### src/rtl/frv_rng_src_pkg.sv
// Shared status codes, op bit indices, LFSR polynomial and FSM state type for the RNG responder.
package frv_rng_src_pkg;

  localparam logic [2:0] RNG_IF_NO_INIT        = 3'b000;
  localparam logic [2:0] RNG_IF_INIT_HEALTHY   = 3'b001;
  localparam logic [2:0] RNG_IF_INIT_UNHEALTHY = 3'b100;

  localparam int RNG_OP_SEED = 0;
  localparam int RNG_OP_SAMP = 1;
  localparam int RNG_OP_TEST = 2;

  // x^32 + x^22 + x^2 + x + 1, Galois form, shifting right
  localparam logic [31:0] RNG_LFSR_MASK = 32'h8020_0003;

  typedef enum logic [1:0] {
    IDLE = 2'd0,
    BUSY = 2'd1,
    RESP = 2'd2
  } rng_state_t;

  function automatic logic [31:0] rng_lfsr_step(input logic [31:0] v);
    return {1'b0, v[31:1]} ^ (v[0] ? RNG_LFSR_MASK : 32'h0);
  endfunction

endpackage

### src/rtl/frv_rng_src_if.sv
// CPU RNG request/response channel; the core is the master, the RNG source the slave.
interface frv_rng_src_if;
  logic        rng_req_valid;
  logic [2:0]  rng_req_op;
  logic [31:0] rng_req_data;
  logic        rng_req_ready;
  logic        rng_rsp_valid;
  logic [2:0]  rng_rsp_status;
  logic [31:0] rng_rsp_data;
  logic        rng_rsp_ready;

  modport master (
    output rng_req_valid, rng_req_op, rng_req_data, rng_rsp_ready,
    input  rng_req_ready, rng_rsp_valid, rng_rsp_status, rng_rsp_data
  );

  modport slave (
    input  rng_req_valid, rng_req_op, rng_req_data, rng_rsp_ready,
    output rng_req_ready, rng_rsp_valid, rng_rsp_status, rng_rsp_data
  );
endinterface

### src/rtl/frv_rng_lfsr.sv
// 32-bit Galois LFSR entropy pool: single step, xor-load of seed data, never allowed to hold zero.
module frv_rng_lfsr
  import frv_rng_src_pkg::*;
#(
  parameter logic [31:0] RESET_VAL = 32'h0000_0001
) (
  input  logic        g_clk,
  input  logic        g_resetn,
  input  logic        step_i,
  input  logic        load_i,
  input  logic [31:0] load_data_i,
  output logic [31:0] lfsr_nxt_o
);

  logic [31:0] lfsr_q;
  logic [31:0] lfsr_d;
  logic [31:0] xored;

  always_comb begin
    xored  = lfsr_q ^ load_data_i;
    lfsr_d = lfsr_q;
    if (load_i) begin
      // an all-zero pool would lock up, so fall back to 1
      lfsr_d = (xored == 32'h0) ? 32'h1 : xored;
    end else if (step_i) begin
      lfsr_d = rng_lfsr_step(lfsr_q);
    end
  end

  always_ff @(posedge g_clk or negedge g_resetn) begin
    if (!g_resetn) lfsr_q <= RESET_VAL;
    else           lfsr_q <= lfsr_d;
  end

  assign lfsr_nxt_o = rng_lfsr_step(lfsr_q);

endmodule

### src/rtl/frv_rng_src.sv
// Default (non-TRNG) RNG responder: seeded LFSR pool, seed counter and health status.
// Define FRV_RNG_HEALTH_EN to flag back-to-back identical samples as unhealthy.
//   state | meaning
//   IDLE  | ready for a request; seed/test handled here
//   BUSY  | stepping the LFSR for a sample op
//   RESP  | response held until the initiator takes it
module frv_rng_src
  import frv_rng_src_pkg::*;
#(
  parameter int unsigned SEEDS_REQ   = 2,
  parameter int unsigned SAMP_CYCLES = 4,
  parameter logic [31:0] LFSR_RESET  = 32'h0000_0001
) (
  input  logic          g_clk,
  input  logic          g_resetn,
  frv_rng_src_if.slave  rng
);

  localparam int unsigned CW     = (SAMP_CYCLES > 1) ? $clog2(SAMP_CYCLES) : 1;
  localparam logic [3:0]  SEEDS_N = 4'(SEEDS_REQ);

  rng_state_t  state_q, state_d;
  logic [CW-1:0] cnt_q, cnt_d;
  logic [3:0]  seed_cnt_q, seed_cnt_d;
  logic [2:0]  status_q, status_d;
  logic [2:0]  rsp_status_q, rsp_status_d;
  logic [31:0] rsp_data_q, rsp_data_d;
  logic        lfsr_load, lfsr_step;
  logic [31:0] lfsr_nxt;
  logic        is_seed, is_samp;

`ifdef FRV_RNG_HEALTH_EN
  logic [31:0] last_samp_q, last_samp_d;
  logic        last_vld_q, last_vld_d;
`endif

  // anything that is not exactly seed or samp is answered as test
  assign is_seed = (rng.rng_req_op == 3'b001);
  assign is_samp = (rng.rng_req_op == 3'b010);

  frv_rng_lfsr #(.RESET_VAL(LFSR_RESET)) u_lfsr (
    .g_clk       (g_clk),
    .g_resetn    (g_resetn),
    .step_i      (lfsr_step),
    .load_i      (lfsr_load),
    .load_data_i (rng.rng_req_data),
    .lfsr_nxt_o  (lfsr_nxt)
  );

  always_comb begin
    state_d      = state_q;
    cnt_d        = cnt_q;
    seed_cnt_d   = seed_cnt_q;
    status_d     = status_q;
    rsp_status_d = rsp_status_q;
    rsp_data_d   = rsp_data_q;
    lfsr_load    = 1'b0;
    lfsr_step    = 1'b0;
`ifdef FRV_RNG_HEALTH_EN
    last_samp_d  = last_samp_q;
    last_vld_d   = last_vld_q;
`endif
    case (state_q)
      IDLE: begin
        if (rng.rng_req_valid) begin
          if (is_seed) begin
            lfsr_load = 1'b1;
            if (seed_cnt_q != SEEDS_N) begin
              seed_cnt_d = seed_cnt_q + 4'd1;
              if (seed_cnt_d == SEEDS_N) status_d = RNG_IF_INIT_HEALTHY;
            end
            rsp_data_d   = 32'h0;
            rsp_status_d = status_d;
            state_d      = RESP;
          end else if (is_samp) begin
            cnt_d   = CW'(SAMP_CYCLES - 1);
            state_d = BUSY;
          end else begin
            rsp_data_d   = 32'h0;
            rsp_status_d = status_q;
            state_d      = RESP;
          end
        end
      end
      BUSY: begin
        lfsr_step = 1'b1;
        if (cnt_q == '0) begin
          state_d      = RESP;
          rsp_status_d = status_q;
          rsp_data_d   = 32'h0;
          if (status_q == RNG_IF_INIT_HEALTHY) begin
            rsp_data_d = lfsr_nxt;
`ifdef FRV_RNG_HEALTH_EN
            if (last_vld_q && (lfsr_nxt == last_samp_q)) begin
              status_d     = RNG_IF_INIT_UNHEALTHY;
              seed_cnt_d   = 4'd0;
              rsp_status_d = RNG_IF_INIT_UNHEALTHY;
              rsp_data_d   = 32'h0;
            end
            last_samp_d = lfsr_nxt;
            last_vld_d  = 1'b1;
`endif
          end
        end else begin
          cnt_d = cnt_q - CW'(1);
        end
      end
      RESP: begin
        if (rng.rng_rsp_ready) state_d = IDLE;
      end
      default: state_d = IDLE;
    endcase
  end

  always_ff @(posedge g_clk or negedge g_resetn) begin
    if (!g_resetn) begin
      state_q      <= IDLE;
      cnt_q        <= '0;
      seed_cnt_q   <= 4'd0;
      status_q     <= RNG_IF_NO_INIT;
      rsp_status_q <= RNG_IF_NO_INIT;
      rsp_data_q   <= 32'h0;
    end else begin
      state_q      <= state_d;
      cnt_q        <= cnt_d;
      seed_cnt_q   <= seed_cnt_d;
      status_q     <= status_d;
      rsp_status_q <= rsp_status_d;
      rsp_data_q   <= rsp_data_d;
    end
  end

`ifdef FRV_RNG_HEALTH_EN
  always_ff @(posedge g_clk or negedge g_resetn) begin
    if (!g_resetn) begin
      last_samp_q <= 32'h0;
      last_vld_q  <= 1'b0;
    end else begin
      last_samp_q <= last_samp_d;
      last_vld_q  <= last_vld_d;
    end
  end
`endif

  assign rng.rng_req_ready  = (state_q == IDLE);
  assign rng.rng_rsp_valid  = (state_q == RESP);
  assign rng.rng_rsp_status = rsp_status_q;
  assign rng.rng_rsp_data   = rsp_data_q;

endmodule

### src/flat_wrapper.sv
// flat-port wrapper written by rule: the top's interface ports become plain ports
module frv_rng_src_flat import frv_rng_src_pkg::*;
#(
  parameter int unsigned SEEDS_REQ   = 2,
  parameter int unsigned SAMP_CYCLES = 4,
  parameter logic [31:0] LFSR_RESET  = 32'h0000_0001
)
  (g_clk, g_resetn, rng_rng_req_valid, rng_rng_req_op, rng_rng_req_data, rng_rng_rsp_ready, rng_rng_req_ready, rng_rng_rsp_valid, rng_rng_rsp_status, rng_rng_rsp_data);
  frv_rng_src_if rng_i ();
  input  logic g_clk;
  input  logic g_resetn;
  input wire logic [$bits(rng_i.rng_req_valid)-1:0] rng_rng_req_valid;
  input wire logic [$bits(rng_i.rng_req_op)-1:0] rng_rng_req_op;
  input wire logic [$bits(rng_i.rng_req_data)-1:0] rng_rng_req_data;
  input wire logic [$bits(rng_i.rng_rsp_ready)-1:0] rng_rng_rsp_ready;
  output wire logic [$bits(rng_i.rng_req_ready)-1:0] rng_rng_req_ready;
  output wire logic [$bits(rng_i.rng_rsp_valid)-1:0] rng_rng_rsp_valid;
  output wire logic [$bits(rng_i.rng_rsp_status)-1:0] rng_rng_rsp_status;
  output wire logic [$bits(rng_i.rng_rsp_data)-1:0] rng_rng_rsp_data;
  assign rng_i.rng_req_valid = rng_rng_req_valid;
  assign rng_i.rng_req_op = rng_rng_req_op;
  assign rng_i.rng_req_data = rng_rng_req_data;
  assign rng_i.rng_rsp_ready = rng_rng_rsp_ready;
  assign rng_rng_req_ready = rng_i.rng_req_ready;
  assign rng_rng_rsp_valid = rng_i.rng_rsp_valid;
  assign rng_rng_rsp_status = rng_i.rng_rsp_status;
  assign rng_rng_rsp_data = rng_i.rng_rsp_data;
  frv_rng_src #(.SEEDS_REQ(SEEDS_REQ), .SAMP_CYCLES(SAMP_CYCLES), .LFSR_RESET(LFSR_RESET)) u_core (.g_clk(g_clk), .g_resetn(g_resetn), .rng(rng_i));
endmodule
### config.mk
export PLATFORM = sky130hd
export DESIGN_NAME = frv_rng_src_flat
export DESIGN_NICKNAME = d
export VERILOG_FILES = /design/src/rtl/frv_rng_src_pkg.sv /design/src/rtl/frv_rng_src_if.sv /design/src/rtl/frv_rng_lfsr.sv /design/src/rtl/frv_rng_src.sv /design/src/flat_wrapper.sv
export SDC_FILE = /design/constraint.sdc
export NUM_CORES = 1
export LEC_CHECK = 0
export ABC_AREA = 1
export BUFFER_PORTS_ARGS = -buffer_cell sky130_fd_sc_hd__clkbuf_2
export CAP_MARGIN = 15
export CORE_MARGIN = 1.5
export CORE_UTILIZATION = 30
export DETAILED_ROUTE_END_ITERATION = 16
export SLEW_MARGIN = 10
export SYNTH_ARGS = -nofsm -noshare
export SYNTH_HDL_FRONTEND = slang
export SYNTH_SLANG_ARGS = --single-unit
### constraint.sdc
create_clock -name g_clk -period 2.5 [get_ports g_clk]
set_input_delay 0.5 -clock g_clk [delete_from_list [all_inputs] [get_ports g_clk]]
set_output_delay 0.5 -clock g_clk [all_outputs]
set_load 0.02 [all_outputs]
Word level (Yosys, flattened, before mapping)
Index checks and enable logic that the tools add are counted.
{"block": "word_totals", "regBits": 78, "out_inout_bits": 37, "inputBits": 39, "word_cells": 67}
{"block": "classes", "bitwise": 2, "eq_ne": 14, "muxes": 32, "add_sub_neg": 2, "reduce_logical": 10}
{"operator": "$mux 32", "count": 9}
{"operator": "$pmux 32 s2", "count": 1}
{"operator": "$logic_not 32->1", "count": 1}
{"operator": "$xor 31x32->32", "count": 1}
{"operator": "$xor 32x32->32", "count": 1}
{"operator": "$mux 2", "count": 9}
{"operator": "$mux 3", "count": 6}
{"operator": "$ne 2x2->1 const B", "count": 4}
{"operator": "$reduce_and 4->1", "count": 2}
{"operator": "$eq 3x1->1 const B", "count": 2}
{"operator": "$pmux 2 s3", "count": 1}
{"operator": "$pmux 3 s2", "count": 1}
{"operator": "$reduce_and 3->1", "count": 2}
{"operator": "$reduce_and 5->1", "count": 1}
{"operator": "$add 4x1->4 const B", "count": 1}
{"operator": "$eq 4x2->1 const B", "count": 1}
{"operator": "$logic_not 2->1", "count": 2}
{"operator": "$mux 1", "count": 4}
{"operator": "$ne 2x1->1 const B", "count": 2}
{"operator": "$ne 4x2->1 const B", "count": 1}
{"operator": "$pmux 2 s2", "count": 1}
{"operator": "$reduce_bool 2->1", "count": 2}
{"operator": "$eq 3x2->1 const B", "count": 1}
{"operator": "$ne 3x2->1 const B", "count": 1}
{"operator": "other kinds (3)", "count": 3}

Depth between registers and ports, before layout
{"block": "logic_depth", "ltp_word": 7, "depth_mapped": 10, "depth_no_buf": 9}

Hierarchy
From an unflattened synthesis, not the netlist that was laid out.
{"block": "unflattened", "cells_unflattened": 625, "hier_area_um2": 4609.4}
{"mod": "frv_rng_lfsr", "seq_area_each_um2": 802.0, "area_per_inst_um2": 2511.2, "n_inst": 1, "cells_per_inst": 389}
{"mod": "frv_rng_src", "seq_area_each_um2": 1151.1, "area_per_inst_um2": 2098.3, "n_inst": 1, "cells_per_inst": 236}

Worst setup path after synthesis
OpenSTA, ideal clock, no wires.
{"block": "synth_path", "kind": "register to register", "startpoint": "register u_core.state_q[0]", "endpoint": "register u_core.u_lfsr.lfsr_q[21]", "slack_ps": 921, "period_less_slack_ps": 1579, "setup_ps": 119, "arrival_ps": 1460, "path_stages_with_launch": 10, "required_ps": 2381, "path_buffers": 1, "path_cell_list": "dfrtp_1 -> nor2_2 -> nand2_1 -> inv_2 -> nand2_1 -> nand2_1 -> buf_2 -> o21ai_1 -> a31oi_1 -> inv_1"}
{"block": "synth_between", "elab_chain_cells": 3, "word_cells_on_any_way": 6, "classes_between": "1 x eq/ne; 3 x mux; 2 x reduce/logical"}
{"item": "from (decl)", "line_no": "frv_rng_src.sv:22", "text": "rng_state_t state_q, state_d;"}
{"item": "from (signal assigned)", "line_no": "frv_rng_src.sv:124", "text": "state_q <= state_d;"}
{"item": "$logic_not 2->1 (*)"}
{"item": "via rng_rng_req_ready", "line_no": "flat_wrapper.sv:16", "text": "output wire logic [$bits(rng_i.rng_req_ready)-1:0] rng_rng_req_ready;"}
{"item": "$mux 1 (*)", "line_no": "frv_rng_src.sv:63", "text": "case (state_q)"}
{"item": "$mux 32 or $reduce_bool 2->1 (tied branches)"}
{"item": "to (signal assigned)", "line_no": "frv_rng_lfsr.sv:32", "text": "else lfsr_q <= lfsr_d;"}
{"item": "to (decl)", "line_no": "frv_rng_lfsr.sv:15", "text": "logic [31:0] lfsr_q;"}
Mark *: on every way through the listed nets, which the timed path passes. The rest lies on a longest branch.
A chain may end at the register's enable or synchronous reset.

Worst setup path after layout
{"block": "layout_path", "startpoint": "register u_core.state_q[0]", "endpoint": "register u_core.rsp_data_q[15], in the netlist u_core.rng.rng_rsp_data[15]"}
{"block": "layout_between", "elab_chain_cells": 3, "word_cells_on_any_way": 8, "classes_between": "4 x eq/ne; 1 x mux; 3 x reduce/logical"}
{"item": "$eq 2x1->1 or $logic_not 2->1 (tied branches)", "line_no": "frv_rng_src.sv:63"}
{"item": "$ne 2x1->1 (no line), or another cell as far along"}
{"item": "$reduce_and 4->1 (no line)"}
{"item": "to (signal assigned)", "line_no": "frv_rng_src.sv:129", "text": "rsp_data_q <= rsp_data_d;"}
{"item": "to (decl)", "line_no": "frv_rng_src.sv:27", "text": "logic [31:0] rsp_data_q, rsp_data_d;"}
Several ways; a longest one is shown, not always the timed one.

==> out/metrics.sh <==
GRT_FIRST_PASS_WIRELENGTH_UM=17700
YS_SEQ_AREA_SHARE_PCT=48.3
GRT_PASS1_VIAS=3576
SYNTH_AREA_PER_CELL_UM2=7.67
WORSTPATHARRIVAL_NS=2.09
POST-SYNTH-TOP-COUNT-CELL='sky130_fd_sc_hd__nand2_1'
DR.PASS1.ITERS=5
DR.FIRST_ITER.DRC_COUNT=213
DRIVE_ABOVE_1_SHARE_PCT=19.1
YOSYS.AREA.TOP_TYPE='sky130_fd_sc_hd__dfrtp_1'
SETUP_TOTAL_NEGATIVE_SLACK_NS=0
WORST_HOLD_SLACK_ACROSS_ALL_ENDPOINTS_NS=0.129
FP.DIEAREA_UM2=14200
CLK-INSERTION-DELAY-LATE_NS=0.33
DETAILROUTE.WIRELENGTH.MET2_UM=4960
SYNTH_NETS=571
FINAL_NUMBER_OF_SETUP_VIOLATING_ENDPOINTS=0
WORST_EP_REQUIRED_TIME_NS=2.73
CTS_BUFFERS=9
TRITONCTS='done'
HIGHEST_ROUTED_METAL_LAYER='met4'
CRIT_FANOUT=53
SYNTH.TOP_CELLS.BY_AREA='sky130_fd_sc_hd__dfrtp_1, sky130_fd_sc_hd__nand2_1, sky130_fd_sc_hd__inv_1, sky130_fd_sc_hd__o221ai_1, sky130_fd_sc_hd__o21ai_1'
ROUTE.MET3.WL_UM=497
AREA_GROWTH_PCT=23.1
SYNTH_ENABLE_FLOP_CELLS=0
FINALMAXSLEWVIOLATIONS=0
CRITICAL_PATH.CELL_CHAIN='nand2_2 > nor2_2 > inv_2 > nand2_2 > nor2_8 > inv_4 > o31ai_1'
HOLD_CLASS='in2async'
VIASPERCELL=4.66
FINAL_STAGE_NET_COUNT=644
WORST_PIN_SLEW_NS=0.542
FINAL-INSTANCE-COUNT-EXCL-FILL=782
TIMING.MAX_SLEW.REL_SLACK_PCT=63.9
PLACE_AREA_UM2=4600
CRIT_PATH_MAX_INCR_DELAY_NS=0.43
TOTAL_POWER_CONSUMPTION_mW=5.38
HOLD_VIOLATIONS=0
FINISH.INSTANCE_AREA_UM2=4980
CLOCK.FMAX_MHz=537
POWER.IR.VDD_WORST_V=0.000429
TIMING.CRITICAL_PATH.FROM='u_core.state_q[0]'
ANTENNA_FOUND_INITIAL=0
LAYOUT_SETUP_WS_NS=0.638
FINALCOREUTILIZATION_PCT=37.8
RSZ0062_AT_GRT='no'
YS_DOMINANT_REG_CELL='sky130_fd_sc_hd__dfrtp_1'
ROUTE.DETAILED.DRC=0
HPWLAFTERDP_UM=7460
SYNTHESIS.INSTANCES=528
DIE-HEIGHT_UM=119
DIE_WIDTH_UM=119
SYN-CELL-AREA_UM2=4050
CTS_HOLD_REPAIR.BUFFERS=0
YS_WARN_COUNT=0
SETUP.WORST_PATH.CLASS='reg2reg'
NUM_VIAS=3642
FLOORPLAN.IO_PINS=76
SYNTH_SEQ_CELLS=78
SYNTH.TOP_CELL.AREA_SHARE_PCT=47.6
SYNTH_CELL_TYPES=29
CTS.SINK_COUNT=78
FINALWORSTPATHREQUIREDPERIOD_NS=1.86
ASR_FLOP_RATIO_SYNTH_PCT=100
POSTCTSSETUPREPAIRBUFS=0
FINALCLOCKSKEW_NS=0.00699
CLOCK_TREE.ROOT_CELL='sky130_fd_sc_hd__clkbuf_16'
POWER_PER_CELL_AREA_nW_PER_UM2=1080
CTS.REPAIR.RESIZED=0
GRT_UTIL_ALL_LAYERS_PCT=15.6
CORE_REGION_AREA_UM2=13200
DPL.CELL_COUNT=766
MAXIMUM_NUMBER_OF_PINS_ON_ONE_NET_BEFORE_GLOBAL_ROUTE_REPAIR=54
RUN_STATUS='finished clean'
CTS_BUFFER_DEPTH=2
DRT-WIRELENGTH-PER-CELL_UM=13.4
TIMING.FINAL.CRIT_SHARE_PCT=74.5
PORT_BUFFERS=75
PLACE.GP.CONGESTION=0.788
CPMOSTUSEDCELL='sky130_fd_sc_hd__nand2_2'
DPL_WORST_SLACK_NS=0.613
POST_ROUTE_ANTENNA_NET_VIOLATION_COUNT=0
PLACEMENTROWS=42
DRV_CAP=0
ENDPOINT_KIND='register'
POWER.LEAKAGE_nW=2.69
RR_STARTPOINT='u_core.state_q[0]'
CLK_PIN_SLEW_WORST_PATHS_NS=0.06
MET1WIRELENGTH_UM=4910
INITIAL_CORE_UTILIZATION_PCT=30.7
CP-START-KIND='register'
CRITPATHSLOWESTCELL='sky130_fd_sc_hd__dfrtp_1'
WIRELENGTH_UM=10500
NETLIST_TOP_CELLS_COUNT='sky130_fd_sc_hd__nand2_1, sky130_fd_sc_hd__dfrtp_1, sky130_fd_sc_hd__inv_1, sky130_fd_sc_hd__o21ai_1, sky130_fd_sc_hd__nand3_1'
N_ANTENNA_CELL=0
CLOCK_TREE.HTREE_LEVEL_COUNT=3
GRT_REMAINING_OVERFLOW=0
[per-layer routing]
layer | vias up | track usage [%]
li1 | 1831 | -
met1 | 1712 | 21.4
met3 | 10 | 2.35
met5 | - | 0
met4 | 0 | 4.29
met2 | 89 | 25.8
[flip-flops by register name, summed over array words and instances (netlist names)]
name	flops
u_core.state_q	2
u_core.u_lfsr.lfsr_q	32
u_core.rng.rng_rsp_data	32
u_core.status_q	3
u_core.rng.rng_rsp_status	3
u_core.cnt_q	2
u_core.seed_cnt_q	4
[worst max-delay path, delay by kind of cell, from the launching register on]
kind                   cells  cell delay [ns]
AOI/OAI and AO/OA          1             0.31
DFF                        1             0.43
and+or+nand+nor            4             0.65
buffers and inverters      2             0.35
[layout make-up]
| cell class | instances | area [um2] |
|---|---|---|
| clock buffer | 11 | 253 |
| fill | 1351 | 8210 |
| multi-input combinational | 352 | 1690 |
| clock inverter | 5 | 129 |
| tap | 176 | 220 |
| inverter | 78 | 295 |
| timing repair buffer | 82 | 443 |
| sequential | 78 | 1950 |
[placed cells by master, fill, tap and decap left out]
master	instances
sky130_fd_sc_hd__buf_4	7
sky130_fd_sc_hd__clkbuf_2	74
sky130_fd_sc_hd__nor3_1	1
sky130_fd_sc_hd__a31oi_1	2
sky130_fd_sc_hd__nor2_2	2
sky130_fd_sc_hd__o31ai_2	4
sky130_fd_sc_hd__mux2_2	1
sky130_fd_sc_hd__ha_1	4
sky130_fd_sc_hd__nor2_8	1
sky130_fd_sc_hd__nand3_1	19
sky130_fd_sc_hd__dfrtp_1	77
sky130_fd_sc_hd__nand2_1	211
sky130_fd_sc_hd__clkbuf_8	2
sky130_fd_sc_hd__xor2_1	2
sky130_fd_sc_hd__clkinv_4	1
sky130_fd_sc_hd__clkbuf_16	9
sky130_fd_sc_hd__a21oi_1	6
sky130_fd_sc_hd__nand4_1	1
sky130_fd_sc_hd__o21ai_1	25
sky130_fd_sc_hd__inv_2	5
sky130_fd_sc_hd__xnor2_1	5
sky130_fd_sc_hd__a211oi_1	1
sky130_fd_sc_hd__o21ai_0	16
sky130_fd_sc_hd__nor2_1	18
sky130_fd_sc_hd__nand2_2	3
sky130_fd_sc_hd__buf_12	1
sky130_fd_sc_hd__inv_1	72
sky130_fd_sc_hd__inv_4	1
sky130_fd_sc_hd__dfstp_2	1
sky130_fd_sc_hd__o31ai_1	15
sky130_fd_sc_hd__bufinv_16	4
sky130_fd_sc_hd__o221ai_1	15
[final timing paths]
kind,endpoint,slack (ns),depth (start not counted)
max,u_core.rng.rng_rsp_data[15],0.64,7
min,u_core.rng.rng_rsp_status[2],0.13,1
max reg2reg,u_core.rng.rng_rsp_data[15],0.64,7
min reg2reg,u_core.status_q[0],0.47,2
max in group asynchronous,u_core.u_lfsr.lfsr_q[0],1.71,2
min in group g_clk,u_core.state_q[1],0.34,2
[cells by family after synthesis]
group,Yosys count,synth area share [%]
buffers and inverters,98,10.0
xor gates and xnor gates,7,1.51
DFF,78,48.3
muxes,1,0.278
AOI/OAI and AO/OA,84,13.6
adders and majority gates,4,1.24
and+or+nand+nor,256,25.1
[report_power, final]
| group | total, mW | switching, mW | internal, mW |
|---|---|---|---|
| Combinational | 1.77 | 1.17 | 0.594 |
| Sequential | 1.96 | 0.325 | 1.63 |
| Clock | 1.65 | 0.518 | 1.13 |
Power figures use the tool's default switching activity.
